## src/rtl/flag_reg_stack_if.sv

```systemverilog
// Control/status bundle between the sequencer/ALU side and flag_reg_stack.
// The master drives the flag and stack controls; the slave returns flags, depth and errors.
interface flag_reg_stack_if #(
  parameter int WIDTH = 4,
  parameter int DEPTH = 4,
  parameter int CW    = $clog2(DEPTH + 1)
);
  logic             ld_flag;
  logic [WIDTH-1:0] flag_in;
  logic [WIDTH-1:0] flag_mask;
  logic             push;
  logic             pop;
  logic             err_clr;
  logic [WIDTH-1:0] flag_out;
  logic [CW-1:0]    depth;
  logic             full;
  logic             empty;
  logic             ovf_err;
  logic             unf_err;

  modport master (
    output ld_flag, flag_in, flag_mask, push, pop, err_clr,
    input  flag_out, depth, full, empty, ovf_err, unf_err
  );

  modport slave (
    input  ld_flag, flag_in, flag_mask, push, pop, err_clr,
    output flag_out, depth, full, empty, ovf_err, unf_err
  );
endinterface

```

## src/rtl/flag_reg_stack.sv

```systemverilog
// WIDTH-bit flag register with per-bit masked load and a DEPTH-entry LIFO save stack
// used to save/restore flags on interrupt or call entry/return, with sticky misuse errors.
module flag_reg_stack #(
  parameter int               WIDTH     = 4,
  parameter int               DEPTH     = 4,
  parameter logic [WIDTH-1:0] RESET_VAL = {WIDTH{1'b0}}
) (
  input logic             clk,
  input logic             rst,
  flag_reg_stack_if.slave bus
);
  localparam int CW = $clog2(DEPTH + 1);

  logic [WIDTH-1:0] flag_r;
  logic [CW-1:0]    depth_r;
  logic [WIDTH-1:0] stack_r [DEPTH];
  logic             ovf_r;
  logic             unf_r;

  logic             full_s;
  logic             empty_s;
  logic             push_ok_s;
  logic             pop_ok_s;
  logic             ovf_set_s;
  logic             unf_set_s;
  logic [WIDTH-1:0] top_s;
  logic [WIDTH-1:0] ld_val_s;
  logic [WIDTH-1:0] flag_nxt_s;

  function automatic logic [WIDTH-1:0] masked_merge(
    input logic [WIDTH-1:0] cur,
    input logic [WIDTH-1:0] new_val,
    input logic [WIDTH-1:0] mask,
    input logic             en
  );
    return en ? ((new_val & mask) | (cur & ~mask)) : cur;
  endfunction

  assign full_s  = (depth_r == CW'(DEPTH));
  assign empty_s = (depth_r == CW'(0));

  // Classify this cycle's stack request; push and pop together cancel out.
  always_comb begin
    push_ok_s = 1'b0;
    pop_ok_s  = 1'b0;
    ovf_set_s = 1'b0;
    unf_set_s = 1'b0;
    case ({bus.push, bus.pop})
      2'b10: begin
        push_ok_s = ~full_s;
        ovf_set_s = full_s;
      end
      2'b01: begin
        pop_ok_s  = ~empty_s;
        unf_set_s = empty_s;
      end
      default: begin
        push_ok_s = 1'b0;
        pop_ok_s  = 1'b0;
      end
    endcase
  end

  // Select the top-of-stack entry without indexing past the valid range.
  always_comb begin
    top_s = {WIDTH{1'b0}};
    for (int i = 0; i < DEPTH; i++) begin
      top_s = (depth_r == CW'(i + 1)) ? stack_r[i] : top_s;
    end
  end

  // Next flag value: a successful restore overrides the masked load on every bit.
  always_comb begin
    ld_val_s = masked_merge(flag_r, bus.flag_in, bus.flag_mask, bus.ld_flag);
    if (pop_ok_s) begin
      flag_nxt_s = top_s;
    end else begin
      flag_nxt_s = ld_val_s;
    end
  end

  // Flag register and sticky error flags; a same-cycle set beats err_clr.
  always_ff @(posedge clk or negedge rst) begin
    if (!rst) begin
      flag_r <= RESET_VAL;
      ovf_r  <= 1'b0;
      unf_r  <= 1'b0;
    end else begin
      flag_r <= flag_nxt_s;
      ovf_r  <= ovf_set_s ? 1'b1 : (bus.err_clr ? 1'b0 : ovf_r);
      unf_r  <= unf_set_s ? 1'b1 : (bus.err_clr ? 1'b0 : unf_r);
    end
  end

  // Save stack and its saturating depth count.
  always_ff @(posedge clk or negedge rst) begin
    if (!rst) begin
      depth_r <= CW'(0);
      for (int i = 0; i < DEPTH; i++) begin
        stack_r[i] <= {WIDTH{1'b0}};
      end
    end else begin
      for (int i = 0; i < DEPTH; i++) begin
        if (push_ok_s && (depth_r == CW'(i))) begin
          stack_r[i] <= flag_r;
        end
      end
      case ({push_ok_s, pop_ok_s})
        2'b10:   depth_r <= depth_r + CW'(1);
        2'b01:   depth_r <= depth_r - CW'(1);
        default: depth_r <= depth_r;
      endcase
    end
  end

  assign bus.flag_out = flag_r;
  assign bus.depth    = depth_r;
  assign bus.full     = full_s;
  assign bus.empty    = empty_s;
  assign bus.ovf_err  = ovf_r;
  assign bus.unf_err  = unf_r;
endmodule
```

## src/flat_wrapper.sv

```systemverilog
// flat-port wrapper written by rule: the top's interface ports become plain ports
module flag_reg_stack_flat 
#(
  parameter int               WIDTH     = 4,
  parameter int               DEPTH     = 4,
  parameter logic [WIDTH-1:0] RESET_VAL = {WIDTH{1'b0}}
)
  (clk, rst, bus_ld_flag, bus_flag_in, bus_flag_mask, bus_push, bus_pop, bus_err_clr, bus_flag_out, bus_depth, bus_full, bus_empty, bus_ovf_err, bus_unf_err);
  flag_reg_stack_if #(.WIDTH(WIDTH), .DEPTH(DEPTH)) bus_i ();
  input logic clk;
  input logic rst;
  input wire logic [$bits(bus_i.ld_flag)-1:0] bus_ld_flag;
  input wire logic [$bits(bus_i.flag_in)-1:0] bus_flag_in;
  input wire logic [$bits(bus_i.flag_mask)-1:0] bus_flag_mask;
  input wire logic [$bits(bus_i.push)-1:0] bus_push;
  input wire logic [$bits(bus_i.pop)-1:0] bus_pop;
  input wire logic [$bits(bus_i.err_clr)-1:0] bus_err_clr;
  output wire logic [$bits(bus_i.flag_out)-1:0] bus_flag_out;
  output wire logic [$bits(bus_i.depth)-1:0] bus_depth;
  output wire logic [$bits(bus_i.full)-1:0] bus_full;
  output wire logic [$bits(bus_i.empty)-1:0] bus_empty;
  output wire logic [$bits(bus_i.ovf_err)-1:0] bus_ovf_err;
  output wire logic [$bits(bus_i.unf_err)-1:0] bus_unf_err;
  assign bus_i.ld_flag = bus_ld_flag;
  assign bus_i.flag_in = bus_flag_in;
  assign bus_i.flag_mask = bus_flag_mask;
  assign bus_i.push = bus_push;
  assign bus_i.pop = bus_pop;
  assign bus_i.err_clr = bus_err_clr;
  assign bus_flag_out = bus_i.flag_out;
  assign bus_depth = bus_i.depth;
  assign bus_full = bus_i.full;
  assign bus_empty = bus_i.empty;
  assign bus_ovf_err = bus_i.ovf_err;
  assign bus_unf_err = bus_i.unf_err;
  flag_reg_stack #(.WIDTH(WIDTH), .DEPTH(DEPTH), .RESET_VAL(RESET_VAL)) u_core (.clk(clk), .rst(rst), .bus(bus_i));
endmodule
```

## config.mk

```make
export PLATFORM = sky130hd
export DESIGN_NAME = flag_reg_stack_flat
export DESIGN_NICKNAME = d
export VERILOG_FILES = /design/src/rtl/flag_reg_stack_if.sv /design/src/rtl/flag_reg_stack.sv /design/src/flat_wrapper.sv
export SDC_FILE = /design/constraint.sdc
export NUM_CORES = 1
export LEC_CHECK = 0
export CAP_MARGIN = 20
export CORE_MARGIN = 5
export CORE_UTILIZATION = 35
export CTS_CLUSTER_SIZE = 40
export DETAILED_ROUTE_END_ITERATION = 10
export PLACE_DENSITY = 0.56
export SLEW_MARGIN = 20
export SYNTH_ARGS = -nofsm -noshare
export SYNTH_HDL_FRONTEND = slang
export SYNTH_SLANG_ARGS = --single-unit
```

## constraint.sdc

```tcl
create_clock -name clk -period 2.3 [get_ports clk]
set_input_delay 0.69 -clock clk [delete_from_list [all_inputs] [get_ports clk]]
set_output_delay 0.69 -clock clk [all_outputs]
set_load 0.03 [all_outputs]
```

# After elaboration in Yosys (flattened, before gate mapping)

Index checks and enable logic that the tools add are counted.
W data, S select, Z words.

Reductions and logical operators: 9
Bitwise gates (word level): 6
$add $sub $neg: 2
Muxes and demuxes: 14
Equal/unequal tests: 8

Operators by type and width:

| kind                  | count |
|---|---|
| $mux W4               | 6 |
| $and A4 B4 Y4         | 2 |
| $reduce_bool A2 Y1    | 4 |
| $mux W1               | 7 |
| $eq A3 B2 Y1 const B  | 2 |
| $pmux W3 S2           | 1 |
| $eq A2 B1 Y1 const B  | 2 |
| $eq A2 B2 Y1 const B  | 2 |
| $logic_and A1 B1 Y1   | 4 |
| $not A4 Y4            | 1 |
| $or A4 B4 Y4          | 1 |
| $add A3 B1 Y3 const B | 1 |
| $eq A3 B1 Y1 const B  | 1 |
| $eq A3 B3 Y1 const B  | 1 |
| $logic_not A3 Y1      | 1 |
| $sub A3 B1 Y3 const B | 1 |
| $not A1 Y1            | 2 |

Logic and storage cells: 47
Input bits: 14
Register bits: 25

# Longest topological paths before layout

Word-level depth: 6
Depth in mapped cells: 10

# Least setup slack after synthesis

Ideal clock, no wire load.

Path kind: register to register
Start point: register u_core.depth_r[0], in the netlist u_core.bus.depth[0]
End point: register u_core.depth_r[2], in the netlist u_core.bus.depth[2]
Path buffers: 1
Path slack: 78 ps
Library setup time: 127 ps
Data arrival time: 2,095 ps
Cell stages (with the launch flop): 10
Clock period less this slack: 2,222 ps
Required time: 2,173 ps
Path through: dfrtp_1 -> inv_1 -> ha_1 -> buf_2 -> nand2b_1 -> inv_1 -> nor2_1 -> ha_1 -> a21oi_1 -> o22ai_1

Word-level cells in the longest chain between the ends: 5
Elaborated cells on any way between the ends: 12
Classes of those cells: add/sub (2); eq/ne (3); mux (3); bitwise (2); reduce/logical (2)

Ends and longest elaborated chain:

| what                                                     | RTL line              | RTL |
|---|---|---|
| from (decl)                                              | flag_reg_stack.sv:15  | `logic [CW-1:0] depth_r;` |
| from (signal assigned)                                   | flag_reg_stack.sv:109 | `2'b10: depth_r <= depth_r + CW'(1);` |
| from (signal assigned)                                   | flag_reg_stack.sv:110 | `2'b01: depth_r <= depth_r - CW'(1);` |
| from (signal assigned)                                   | flag_reg_stack.sv:111 | `default: depth_r <= depth_r;` |
| $logic_not A3 Y1 *                                       | flag_reg_stack.sv:40  | `assign empty_s = (depth_r == CW'(0));` |
| via bus_empty                                            | flat_wrapper.sv:21    | `output wire logic [$bits(bus_i.empty)-1:0] bus_empty;` |
| $not A1 Y1 *                                             | flag_reg_stack.sv:54  | `pop_ok_s = ~empty_s;` |
| $mux W1 *                                                | flag_reg_stack.sv:48  | `case ({bus.push, bus.pop})` |
| $eq A2 B1 Y1 / $eq A2 B2 Y1 (equally long branches)      | flag_reg_stack.sv:108 | `case ({push_ok_s, pop_ok_s})` |
| $pmux W3 S2 / $reduce_bool A2 Y1 (equally long branches) | --                    |  |

The timed path passes the listed nets; every way through them passes the cells marked *.
A chain may end at the register's enable or synchronous reset.

# Worst setup path after layout

Start point: register u_core.depth_r[2], in the netlist u_core.bus.depth[2]
End point: output bus_depth[2]

RTL lines:

| what      | RTL line           | RTL |
|---|---|---|
| to (decl) | flat_wrapper.sv:19 | `output wire logic [$bits(bus_i.depth)-1:0] bus_depth;` |

No word-level cell between the ends.

==> flow_summary.ini <==
[synth]
synth_area_leaders = dfrtp_1 48%, mux2_1 6.9%, mux2_2 6.9%, ha_1 6.7%, mux2i_1 3.1%
synth.distinct_cells = 27
syn_area_um2 = 1310
ys.warnings.count = 0
synthCells = 107
synth-main-ff-cell = dfrtp_1
avgSynthCellArea_um2 = 12.2
async_reset_ff_share_pct = 100
synth-seq-cells = 25
synthesis.nets = 128
synthDominantCellAreaShare_pct = 47.8
synth_edf_count = 0
ys_seq_area_share_pct = 47.8
yosysTopAreaCell = dfrtp_1

[setup_path]
cpLargestDelayFamily = buffers and inverters
crit_required_ns = 1.61
cp.buffers_inverters = 1
cp_cell_sequence = clkdlybuf4s50_1
crit_path_max_incr_delay_ns = 0.74
critPathMaxFanout = 9
end_kind = output pin
cp_slowest_cell = clkdlybuf4s50_1
timing_worst_setup_path_type = reg2out
cp.arrival_ns = 1.53
worstSetupStartpointType = flop
r2r_setup_slack_ns = 0.41

[cts]
cts_root_buf = clkbuf_8
clkSlewWorstSetupHoldPaths_ns = 0.08
cts_tree = built
htree_levels = 1
cts_buffers = 3
numClockSinks = 25
insertion_delay_ns = 0.27
max-clock-path-buffers = 2

[timing]
setup_viol = 0
rsz0062_at_grt = false
finalHoldViolations = 0
hold_ws_ns = 0.502
final_max_slew_viol_count = 0
fin_skew_ns = 0.00321
fmax_mhz = 450
worst_pin_slew_ns = 0.378
tns_ns = 0
period_share_pct = 96.6
post-route-min-period_ns = 2.22
max-slew-margin-rel_pct = 74.8

[grt]
antenna_found_initial = 0
grt_pass1_vias = 1049
grt_pass1_wl_um = 4850
grt.total_usage_pct = 12.3
grt_max_degree = 26
grt_remaining_overflow = 0

[route]
avgViaCountPerCell = 4.92
postRouteAntennaNets = 0
remaining_drc_errors = 0
drt_iter0_drc = 38
firstDrtPassIters = 4
wl_um = 2760
vias = 911
wl_per_cell_um = 14.9

[floorplanning]
die_y_um = 71.1
die_w_um = 71.1
num_rows = 22
coreArea_um2 = 3630
dieArea_um2 = 5060
io_pins = 25
start_util_pct = 36.0

[power_and_ir_drop]
power_leakage_nw = 0.764
p_per_area_nw_per_um2 = 1240
vdd_drop_max_mv = 0.593

[finish]
layout.nets = 159
finalInstanceArea_um2 = 1680
fillerInstances = 358
area_growth_pct = 28.4
insertedDiodeCount = 0
drive_above_1_share_pct = 18.2

[placement]
gp_congestion = 0.823
place_area_um2 = 1620
hpwl_um = 2120
port_buffers = 24

[outcome]
status = finished, final reports clean

[run]
cap_violations = 0

[min_path]
hp-class = reg2reg
## cell families after synthesis
kind of cell,after synthesis,synth area share (%)
multiplexers,20,16.8
buffers and inverters,12,4.31
flip-flops,25,47.8
AO/OA/AOI/OAI,22,13.0
AND/OR/NAND/NOR,19,9.95
adder cells (fa/ha/maj),7,6.70
XOR/XNOR,2,1.34
## power by group
part / switching (W) / internal (W) / total [W]
clock: 0.000141 / 0.000124 / 0.000265
sequential: 0.000165 / 0.000621 / 0.000786
combinational: 0.000528 / 0.000501 / 0.00103
total: 0.000834 / 0.00125 / 0.00208
## final cells by class
cell class	instances	area (um^2)	share of cell area, %
multi-input combinational	70	638	38.0
sequential	25	626	37.3
timing repair buffer	30	280	16.7
tap	48	60.1	3.58
clock buffer	4	45.0	2.68
inverter	8	30.0	1.79
## metrics by stage
step	total power (W)	utilization, %	instances	setup WS (ns)
2_1_floorplan	0.00145	-	107	0.0780
3_3_place_gp	0.00180	44.6	181	0.0926
3_5_place_dp	0.00181	44.6	181	0.0807
4_1_cts	0.00208	45.9	185	0.0265
5_1_grt	0.00225	46.2	185	0.0108
6_report	0.00208	46.2	185	0.0781
## cell usage after synthesis (all sizes together), types with 3 or more instances
| cell | n |
|---|---|
| a21boi | 4 |
| a221oi | 4 |
| a22o | 4 |
| buf | 4 |
| dfrtp | 25 |
| ha | 7 |
| inv | 8 |
| mux2 | 16 |
| mux2i | 4 |
| nand2 | 7 |
| nand2b | 3 |
| nor2 | 3 |
| o22ai | 3 |
| o32ai | 4 |
## cell usage in the layout, fill, tap and decap left out
master           count
dfrtp_1             25
nor2_2               1
xnor2_1              2
nand2b_1             3
a21boi_0             4
a31oi_1              1
clkbuf_8             3
inv_1                7
clkdlybuf4s50_1     22
nor3b_4              1
nor4b_4              1
mux2_2               8
nor2_1               2
o22ai_1              3
nand2_1              7
a221oi_1             4
buf_4                8
o32ai_1              4
ha_4                 1
clkbuf_1             1
nand3_2              1
nor2b_1              1
mux2i_1              4
a21oi_1              1
o21ai_0              1
ha_1                 6
mux2_1               8
and3_1               2
a22o_1               4
inv_2                1
## final timing paths
kind | from | end | cells after the start
min in group asynchronous | rst | u_core.bus.ovf_err | 2
max reg2reg | u_core.bus.depth[0] | flop | 5
max in group asynchronous | rst | u_core.stack_r[7] | 2
min | u_core.stack_r[11] | u_core.stack_r[11] | 1
min reg2reg | u_core.stack_r[11] | u_core.stack_r[11] | 1
max | u_core.bus.depth[2] | bus_depth[2] | 1
## repair_timing
item                                   4_1_cts  5_1_grt
hold buffers                                 0        0
setup buffers                                0        0
setup endpoints to repair                    1        2
resized for setup                            1        1
endpoints found under the hold margin        0        0
## metal layers
| metal | GRT usage (%) | up-vias | wire length, um |
|---|---|---|---|
| met5 | 0 | - | 0 |
| li1 | - | 444 | - |
| met1 | 16.4 | 446 | 1290 |
| met2 | 20.3 | 17 | 1360 |
| met3 | 1.70 | 4 | 65 |
| met4 | 4.80 | 0 | 34 |
Note: power is estimated with default switching activity, not from simulation.
